### src/rtl/issue_ctrl_pkg.sv
// issue_ctrl_pkg: shared constants for the dual-issue dispatch controller.
//   DECODE_DATA_WIDTH : width of one decoded instruction payload
//   ISS_CLASS_*       : 3-bit instruction class codes from the decoder
//   iss_state_e       : dispatch FSM state encoding
package issue_ctrl_pkg;

    localparam int DECODE_DATA_WIDTH = 32;

    localparam logic [2:0] ISS_CLASS_ALU    = 3'd0;
    localparam logic [2:0] ISS_CLASS_BRANCH = 3'd1;
    localparam logic [2:0] ISS_CLASS_MEM    = 3'd2;
    localparam logic [2:0] ISS_CLASS_MULDIV = 3'd3;
    localparam logic [2:0] ISS_CLASS_SERIAL = 3'd4;

    typedef enum logic [1:0] {
        ISS_ST_NORMAL    = 2'd0,
        ISS_ST_SER_WAIT  = 2'd1,
        ISS_ST_SER_DRAIN = 2'd2
    } iss_state_e;

endpackage

### src/rtl/issue_pair_check.sv
// issue_pair_check: decides whether head+1 may be co-issued with the head.
//   cls0_i, cls1_i : classes of head / head+1
//   rd0_i, wen0_i  : destination register and write enable of head
//   rj1_i, rk1_i   : source registers of head+1
//   ren1_i         : source read enables of head+1 ({rk, rj})
//   pair_ok_o      : 1 when both entries can leave in the same cycle
module issue_pair_check
    import issue_ctrl_pkg::*;
(
    input  logic [2:0] cls0_i,
    input  logic [2:0] cls1_i,
    input  logic [4:0] rd0_i,
    input  logic       wen0_i,
    input  logic [4:0] rj1_i,
    input  logic [4:0] rk1_i,
    input  logic [1:0] ren1_i,
    output logic       pair_ok_o
);

    logic any_serial;
    logic mem_conflict;
    logic muldiv_conflict;
    logic raw_hazard;

    always_comb begin
        any_serial      = (cls0_i == ISS_CLASS_SERIAL) || (cls1_i == ISS_CLASS_SERIAL);
        // Only one LSU and one multiplier/divider in the backend.
        mem_conflict    = (cls0_i == ISS_CLASS_MEM) && (cls1_i == ISS_CLASS_MEM);
        muldiv_conflict = (cls0_i == ISS_CLASS_MULDIV) && (cls1_i == ISS_CLASS_MULDIV);
        // r0 is hardwired to zero, so a write to it never creates a dependency.
        raw_hazard      = wen0_i && (rd0_i != 5'd0) &&
                          ((ren1_i[0] && (rj1_i == rd0_i)) ||
                           (ren1_i[1] && (rk1_i == rd0_i)));
        pair_ok_o       = !(any_serial || mem_conflict || muldiv_conflict || raw_hazard);
    end

endmodule

### src/rtl/issue_ctrl.sv
// issue_ctrl: dual-issue dispatch between the decode FIFO and the issue stage.
// Pops 0, 1 or 2 head entries per cycle into a registered slot pair; serializing
// instructions go out alone on a drained backend.
//
//   state            | meaning
//   ISS_ST_NORMAL    | normal single/dual dispatch
//   ISS_ST_SER_WAIT  | serializing op at head, waiting for empty slots + idle backend
//   ISS_ST_SER_DRAIN | serializing op issued, waiting for it to retire
//
// Ports:
//   clk_i, rst_i                 : clock, synchronous active-high reset
//   flush_i                      : pipeline flush, clears slot valids
//   fifo_valid_i                 : head / head+1 occupancy
//   fifo_data0_i, fifo_data1_i   : head / head+1 payloads
//   cls0_i, cls1_i               : head / head+1 classes
//   rd0_i, wen0_i                : head destination + write enable
//   rj1_i, rk1_i, ren1_i         : head+1 sources + read enables
//   deq_en_o                     : combinational pop request (00/01/11)
//   issue_valid_o                : registered slot valids
//   issue_data0_o, issue_data1_o : registered slot payloads
//   issue_ready_i                : backend accepts the slot pair
//   backend_idle_i               : nothing in flight beyond the issue register
//   serial_busy_o                : FSM is outside NORMAL
module issue_ctrl
    import issue_ctrl_pkg::*;
(
    input  logic                         clk_i,
    input  logic                         rst_i,
    input  logic                         flush_i,
    input  logic [1:0]                   fifo_valid_i,
    input  logic [DECODE_DATA_WIDTH-1:0] fifo_data0_i,
    input  logic [DECODE_DATA_WIDTH-1:0] fifo_data1_i,
    input  logic [2:0]                   cls0_i,
    input  logic [2:0]                   cls1_i,
    input  logic [4:0]                   rd0_i,
    input  logic                         wen0_i,
    input  logic [4:0]                   rj1_i,
    input  logic [4:0]                   rk1_i,
    input  logic [1:0]                   ren1_i,
    output logic [1:0]                   deq_en_o,
    output logic [1:0]                   issue_valid_o,
    output logic [DECODE_DATA_WIDTH-1:0] issue_data0_o,
    output logic [DECODE_DATA_WIDTH-1:0] issue_data1_o,
    input  logic                         issue_ready_i,
    input  logic                         backend_idle_i,
    output logic                         serial_busy_o
);

    iss_state_e                   state_q, state_d;
    logic [1:0]                   valid_q, valid_d;
    logic [DECODE_DATA_WIDTH-1:0] data0_q, data0_d;
    logic [DECODE_DATA_WIDTH-1:0] data1_q, data1_d;
    logic                         pair_ok;
    logic                         load;
    logic                         slots_empty;

    issue_pair_check u_pair_check (
        .cls0_i    (cls0_i),
        .cls1_i    (cls1_i),
        .rd0_i     (rd0_i),
        .wen0_i    (wen0_i),
        .rj1_i     (rj1_i),
        .rk1_i     (rk1_i),
        .ren1_i    (ren1_i),
        .pair_ok_o (pair_ok)
    );

    assign slots_empty = !(|valid_q);
    assign load        = slots_empty || issue_ready_i;

    always_comb begin
        state_d  = state_q;
        valid_d  = valid_q;
        data0_d  = data0_q;
        data1_d  = data1_q;
        deq_en_o = 2'b00;

        if (rst_i) begin
            // Registers are cleared by the sequential block; only keep the pop quiet.
            deq_en_o = 2'b00;
        end else if (flush_i) begin
            valid_d = 2'b00;
            state_d = ISS_ST_NORMAL;
        end else begin
            unique case (state_q)
                ISS_ST_NORMAL: begin
                    if (cls0_i == ISS_CLASS_SERIAL && fifo_valid_i[0]) begin
                        state_d = ISS_ST_SER_WAIT;
                        if (load) valid_d = 2'b00;
                    end else if (load) begin
                        if (!fifo_valid_i[0]) begin
                            valid_d = 2'b00;
                        end else if (fifo_valid_i[1] && pair_ok) begin
                            deq_en_o = 2'b11;
                            valid_d  = 2'b11;
                            data0_d  = fifo_data0_i;
                            data1_d  = fifo_data1_i;
                        end else begin
                            deq_en_o = 2'b01;
                            valid_d  = 2'b01;
                            data0_d  = fifo_data0_i;
                        end
                    end
                end
                ISS_ST_SER_WAIT: begin
                    if (backend_idle_i && slots_empty && fifo_valid_i[0]) begin
                        deq_en_o = 2'b01;
                        valid_d  = 2'b01;
                        data0_d  = fifo_data0_i;
                        state_d  = ISS_ST_SER_DRAIN;
                    end else if (load) begin
                        valid_d = 2'b00;
                    end
                end
                ISS_ST_SER_DRAIN: begin
                    if (load) valid_d = 2'b00;
                    if (slots_empty && backend_idle_i) state_d = ISS_ST_NORMAL;
                end
                default: begin
                    state_d = ISS_ST_NORMAL;
                    valid_d = 2'b00;
                end
            endcase
        end
    end

    always_ff @(posedge clk_i) begin
        if (rst_i) begin
            state_q <= ISS_ST_NORMAL;
            valid_q <= 2'b00;
            data0_q <= '0;
            data1_q <= '0;
        end else begin
            state_q <= state_d;
            valid_q <= valid_d;
            data0_q <= data0_d;
            data1_q <= data1_d;
        end
    end

    assign issue_valid_o = valid_q;
    assign issue_data0_o = data0_q;
    assign issue_data1_o = data1_q;
    assign serial_busy_o = (state_q != ISS_ST_NORMAL);

endmodule

### config.mk
export PLATFORM = sky130hd
export DESIGN_NAME = issue_ctrl
export DESIGN_NICKNAME = d
export VERILOG_FILES = /design/src/rtl/issue_ctrl_pkg.sv /design/src/rtl/issue_pair_check.sv /design/src/rtl/issue_ctrl.sv
export SDC_FILE = /design/constraint.sdc
export NUM_CORES = 1
export LEC_CHECK = 0
export ABC_CLOCK_PERIOD_IN_PS = 2300
export CORE_ASPECT_RATIO = 1.2
export CORE_MARGIN = 2
export CORE_UTILIZATION = 25
export CTS_BUF_LIST = sky130_fd_sc_hd__clkbuf_8
export CTS_CLUSTER_SIZE = 12
export DETAILED_ROUTE_END_ITERATION = 10
export DONT_BUFFER_PORTS = 1
export GPL_ROUTABILITY_DRIVEN = 0
export PLACE_DENSITY = 0.35
export SETUP_SLACK_MARGIN = 0.3
export SYNTH_ARGS = -nofsm -noshare
export SYNTH_HDL_FRONTEND = slang
export SYNTH_HIERARCHICAL = 1
export SYNTH_SLANG_ARGS = --single-unit
### constraint.sdc
create_clock -name clk_i -period 2.3 [get_ports clk_i]
set_input_delay 0.345 -clock clk_i [delete_from_list [all_inputs] [get_ports clk_i]]
set_output_delay 0.345 -clock clk_i [all_outputs]
set_load 0.03 [all_outputs]
* Word-level counts from Yosys, hierarchy flattened
Cells that the tools add are included.
** Cells by class
- Bitwise operators :: 2
- Div/mod/pow operators :: 0
- Equality and inequality tests :: 17
- Reduce and logical (&&, ||, !) cells :: 27
- Magnitude comparators :: 0
- Shift operators :: 0
- Muxes and demuxes :: 22
- Add/subtract/negate cells :: 0
- $mul :: 0
** Operators by type and width (number)
- 2-to-1 mux 32 bit :: 4
- one-hot mux 32 bit (2 select lines) :: 1
- 2-to-1 mux 2 bit :: 13
- == test 3 x 2 -> 1 bit, second input constant :: 4
- inequality test 2 bit, second input constant :: 6
- one-hot mux 2 bit (3 select lines) :: 2
- AND reduction 6 bit :: 2
- == test 5 bit :: 2
- logical AND 1 bit :: 10
- == test 3 bit, second input constant :: 2
- logical OR 1 bit :: 6
- nonzero test 5 bit :: 1
- one-hot mux 2 bit (2 select lines) :: 1
- nonzero test 2 bit :: 2
- OR reduction 2 bit :: 2
- inequality test 3 bit, second input constant :: 1
- AND reduction 3 bit :: 1
- == test 2 x 1 -> 1 bit, second input constant :: 1
- == test 2 bit, second input constant :: 1
- logical NOT 1 bit :: 2
- logical NOT 2 bit :: 1
- inverter 1 bit :: 2
- 2-to-1 mux 1 bit :: 1
** Word-level totals
- Memories kept :: 0
- Register bits :: 68
- Memory bits (writable) :: 0
- Bits in read-only memories :: 0
- Word-level logic and storage cells :: 72
- Latch bits :: 0
- Input bits :: 95
- Output and inout port bits :: 69

* Logic depth before layout (Yosys ltp)
Gate-level depths: netlist of run 1.
- Depth in word-level cells :: 14
- Gate-level depth with buffers :: 9
- Mapped depth without buffers :: 8

* Cells and area by module
The synthesis of run 1 kept the hierarchy.
** By module, submodules not included
- issue_ctrl :: cells each 313, times used 1, seq. area each 1361.3 um2, area each 3223.1 um2
- issue_pair_check :: cells each 23, times used 1, seq. area each 0.0 um2, area each 175.2 um2

* Least setup slack after synthesis of run 1
OpenSTA, ideal clock, no wires.
- Path type :: input port to output port
- Start point :: in rd0_i[1]
- End point :: out deq_en_o[1]
- Arrival :: 2138 ps
- Data required time :: 1955 ps
- Stages :: 7
- Setup slack :: -183 ps
- Buffers on the path :: 0
- Cells stage by stage :: or4_1 > o21ai_1 > a21oi_1 > a211oi_2 > nand3_1 > nor3_4 > nor2b_1
** On the way
- Word-level cells in the longest chain between the ends :: 14
- Elaborated cells on any way between the ends :: 18
- Classes of those cells :: 2 x eq/ne; 7 x mux; 9 x reduce/logical
** Ends and longest elaborated chain
- start, declared :: line issue_ctrl.sv:35 : input logic [4:0] rd0_i,
- == test 5 bit (on tied branches) :: line issue_pair_check.sv:32, issue_pair_check.sv:33
- logical AND 1 bit (on tied branches) :: line issue_pair_check.sv:32, issue_pair_check.sv:33
- logical OR 1 bit :: line issue_pair_check.sv:32 : ((ren1_i[0] && (rj1_i == rd0_i)) ||
- logical AND 1 bit * :: line issue_pair_check.sv:31 : raw_hazard = wen0_i && (rd0_i != 5'd0) &&
- logical OR 1 bit * :: line issue_pair_check.sv:34 : pair_ok_o = !(any_serial || mem_conflict || muldiv_conflict || raw_hazard);
- logical NOT 1 bit * :: line issue_pair_check.sv:34
- net pair_ok :: line issue_ctrl.sv:53 : logic pair_ok;
- logical AND 1 bit * :: line issue_ctrl.sv:93 : end else if (fifo_valid_i[1] && pair_ok) begin
- 2-to-1 mux 2 bit * :: line issue_ctrl.sv:93
- 2-to-1 mux 2 bit * :: line issue_ctrl.sv:91 : if (!fifo_valid_i[0]) begin
- 2-to-1 mux 2 bit * :: line issue_ctrl.sv:90 : end else if (load) begin
- 2-to-1 mux 2 bit * :: line issue_ctrl.sv:87 : if (cls0_i == ISS_CLASS_SERIAL && fifo_valid_i[0]) begin
- one-hot mux 2 bit (2 select lines) * :: line issue_ctrl.sv:85 : unique case (state_q)
- 2-to-1 mux 2 bit * :: line issue_ctrl.sv:81 : end else if (flush_i) begin
- 2-to-1 mux 2 bit * :: line issue_ctrl.sv:78 : if (rst_i) begin
- end, declared :: line issue_ctrl.sv:40 : output logic [1:0] deq_en_o,
Mark *: on every way through the listed nets, which the timed path passes. The rest lies on a longest branch.

* Worst setup path in the final report of run 1
Ends and elaborated chain as after synthesis.

==> reports/metrics.yaml, run 1 <==
routing:
  first_iter_violations: 59
  wl_um: 7530
  viasPerCell: 4.29
  vias: 2155
  route.antenna.remaining_nets: 0
  drt_pass1_iterations: 4
  drc: 0
  wl_per_cell_um: 15.0
global_routing:
  grt.total_usage: 0.105
  grt_max_degree: 132
  grt_pass1_wl_um: 12200
  gr-total-overflow: 0
  first_global_vias: 2185
  antenna_found_initial: 0
synth:
  syn_nets: 431
  synth_edf_count: 0
  yosysTopAreaCell: "dfxtp_1"
  ys_seq_area_frac: 0.401
  async_flop_share: 0
  synth_ff_type: "dfxtp_1"
  synth_top_area_frac: 0.401
  synthCells: 336
  synth_area_um2: 3400
  avgSynthCellArea_um2: 10.1
  ys_warn_count: 6
  ys_types: 38
  ys_ff_latch: 68
  synth_area_leaders: "dfxtp_1 40%, nand2b_1 24%, mux2i_1 19%"
sta:
  finalCritPeriodShare: 0.940
  setup_viol: 0
  max_freq_mhz: 462
  maxSlewViolCount: 0
  period_minus_slack_ns: 2.16
  fin_ws_ns: 0.138
  fin_setup_tns_ns: 0
  rsz0062_at_grt: "true"
  finalHoldViolCount: 0
  tightest_slew_ns: 0.369
  skew_ns: 0.00537
  slew_headroom: 0.753
cts:
  clk_latency_ns: 0.34
  hold_buffers: 0
  clkSlewWorstSetupHoldPaths_ns: 0.07
  cts_inserted_buffers: 9
  htreeDepth: 3
  root_buffer: "clkbuf_8"
  clock-sinks: 68
  clockBufferDepth: 2
  cts_setup_buffers: 0
  ctsResizeCount: 4
  cts_tree: "built"
critical_path:
  start_kind: "input port"
  worst_path_largest_cell_delay_ns: 0.52
  cp_top_family: "simple AND/OR/NAND/NOR gates"
  path_max_fanout: 3
  worst-endpoint-required_ns: 1.96
  r2r_start: "issue_valid_o[1]"
  crit_slowest_cell: "or4_4"
  crit_arrival_ns: 1.82
  crit_start: "rd0_i[1]"
  crit_type: "input port to primary output"
  worstPathCellList: "or4_4 -> o21ai_2 -> a21oi_2 -> a211oi_2 -> nand3_1 -> nor3_4 -> nor2b_4"
  end_kind: "primary output"
  path_buf_inv: 0
layout:
  final_util: 0.278
  final_common_cell: "nand2b_1"
  nets: 426
  syn2layout_area_growth_pct: 8.21
  insertedDiodeCount: 0
  instances_no_fill: 502
  drive_above_1_share: 0.105
  fill_cells: 1417
  fin_area_um2: 3680
  layout_common_cells: "128 x nand2b_1, 66 x dfxtp_1, 64 x mux2i_1"
floorplanning:
  chipWidth_um: 110
  design.core.area_um2: 13200
  dieArea_um2: 14500
  start_util: 0.257
  die-height_um: 132
  rows: 46
  io_pins: 164
run_status:
  status: "complete, no violations"
placed_design:
  dp_hpwl_um: 5250
  io_buffers: 0
  pre_cts_slack_ns: 0.0985
  place_inst: 488
  dpl-instance-area_um2: 3500
hold_path:
  hp-class: "input port to flop"
  worstHoldStart: "fifo_valid_i[0]"
flow_run:
  cap_violations: 0
pwr:
  p_leak_nw: 1.26
  power_density_nw_per_um2: 655
  peakVddDrop_mv: 0.191
==> where the power goes <==
group | leakage (nW) | switching (mW) | total [mW] | internal, mW
sequential | 0.554 | 0.129 | 1.35 | 1.23
clock | 0.0890 | 0.443 | 0.842 | 0.400
combinational | 0.622 | 0.0862 | 0.211 | 0.124
==> synthesized netlist by cell type, types with 2 or more instances <==
| master | count |
|---|---|
| nand2b_1 | 128 |
| a21oi_1 | 3 |
| buf_8 | 3 |
| dfxtp_1 | 68 |
| clkbuf_1 | 14 |
| nor4_1 | 2 |
| nor2_1 | 6 |
| nand3_1 | 3 |
| xnor2_1 | 3 |
| nor2b_1 | 3 |
| buf_12 | 3 |
| a311oi_1 | 2 |
| nor2_2 | 2 |
| mux2i_1 | 64 |
| xor2_1 | 8 |
| nand2_1 | 2 |
==> metrics by stage <==
stage               power [mW]  hold WS, ns
floorplan                 1.59        0.458
global placement          1.59        0.466
detailed placement        1.60        0.469
CTS                       2.48       0.0876
global route              2.55       0.0976
finish                    2.41        0.117
==> logic make-up (layout without fill, tap and decap cells) <==
group,Yosys count,count (layout),synth area share
simple gates,154,154,0.288
flops,68,68,0.401
mux,64,64,0.189
buf+inv,22,20,0.0486
compound gates,17,17,0.0464
xor+xnor,11,11,0.0284
==> metal layers <==
layer	GRT usage	wire length (um)
met1	0.130	3280
met2	0.156	3400
met3	0.0507	742
met4	0.0438	110
met5	0	0
==> sequential cells by signal, summed over array words and instances (netlist names) <==
name,cells
issue_data0_o,32
issue_data1_o,32
state_q,2
issue_valid_o,2
==> path summary, 6_finish.rpt <==
path	cells after the start	slack [ns]	to
max	7	0.14	deq_en_o[1]
min	1	0.12	state_q[0]
max reg2reg	5	0.64	issue_data0_o[16]
min reg2reg	2	0.62	issue_data0_o[3]
==> cell type report <==
cell class              count  area (um2)  share of cell area
clock buffers              10         138              0.0374
well taps                 168         210              0.0572
inverters                   2        7.51             0.00204
repair buffers              4        42.5              0.0116
clock inverters             4        18.8             0.00510
flip-flops and latches     68        1360               0.371
multi-input cells         246        1900               0.516
No activity file was read; power rests on OpenSTA's default activity.
==> run 2, diff against run 1 <==
--- a/config.mk
+++ b/config.mk
@@ -6,6 +6,7 @@
 export NUM_CORES = 1
 export LEC_CHECK = 0
 export ABC_CLOCK_PERIOD_IN_PS = 2300
+export CAP_MARGIN = 20
 export CORE_ASPECT_RATIO = 1.2
 export CORE_MARGIN = 2
 export CORE_UTILIZATION = 25
==> results of run 2 <==
Same layout as run 1: the final DEF is identical, and so are final timing and power.
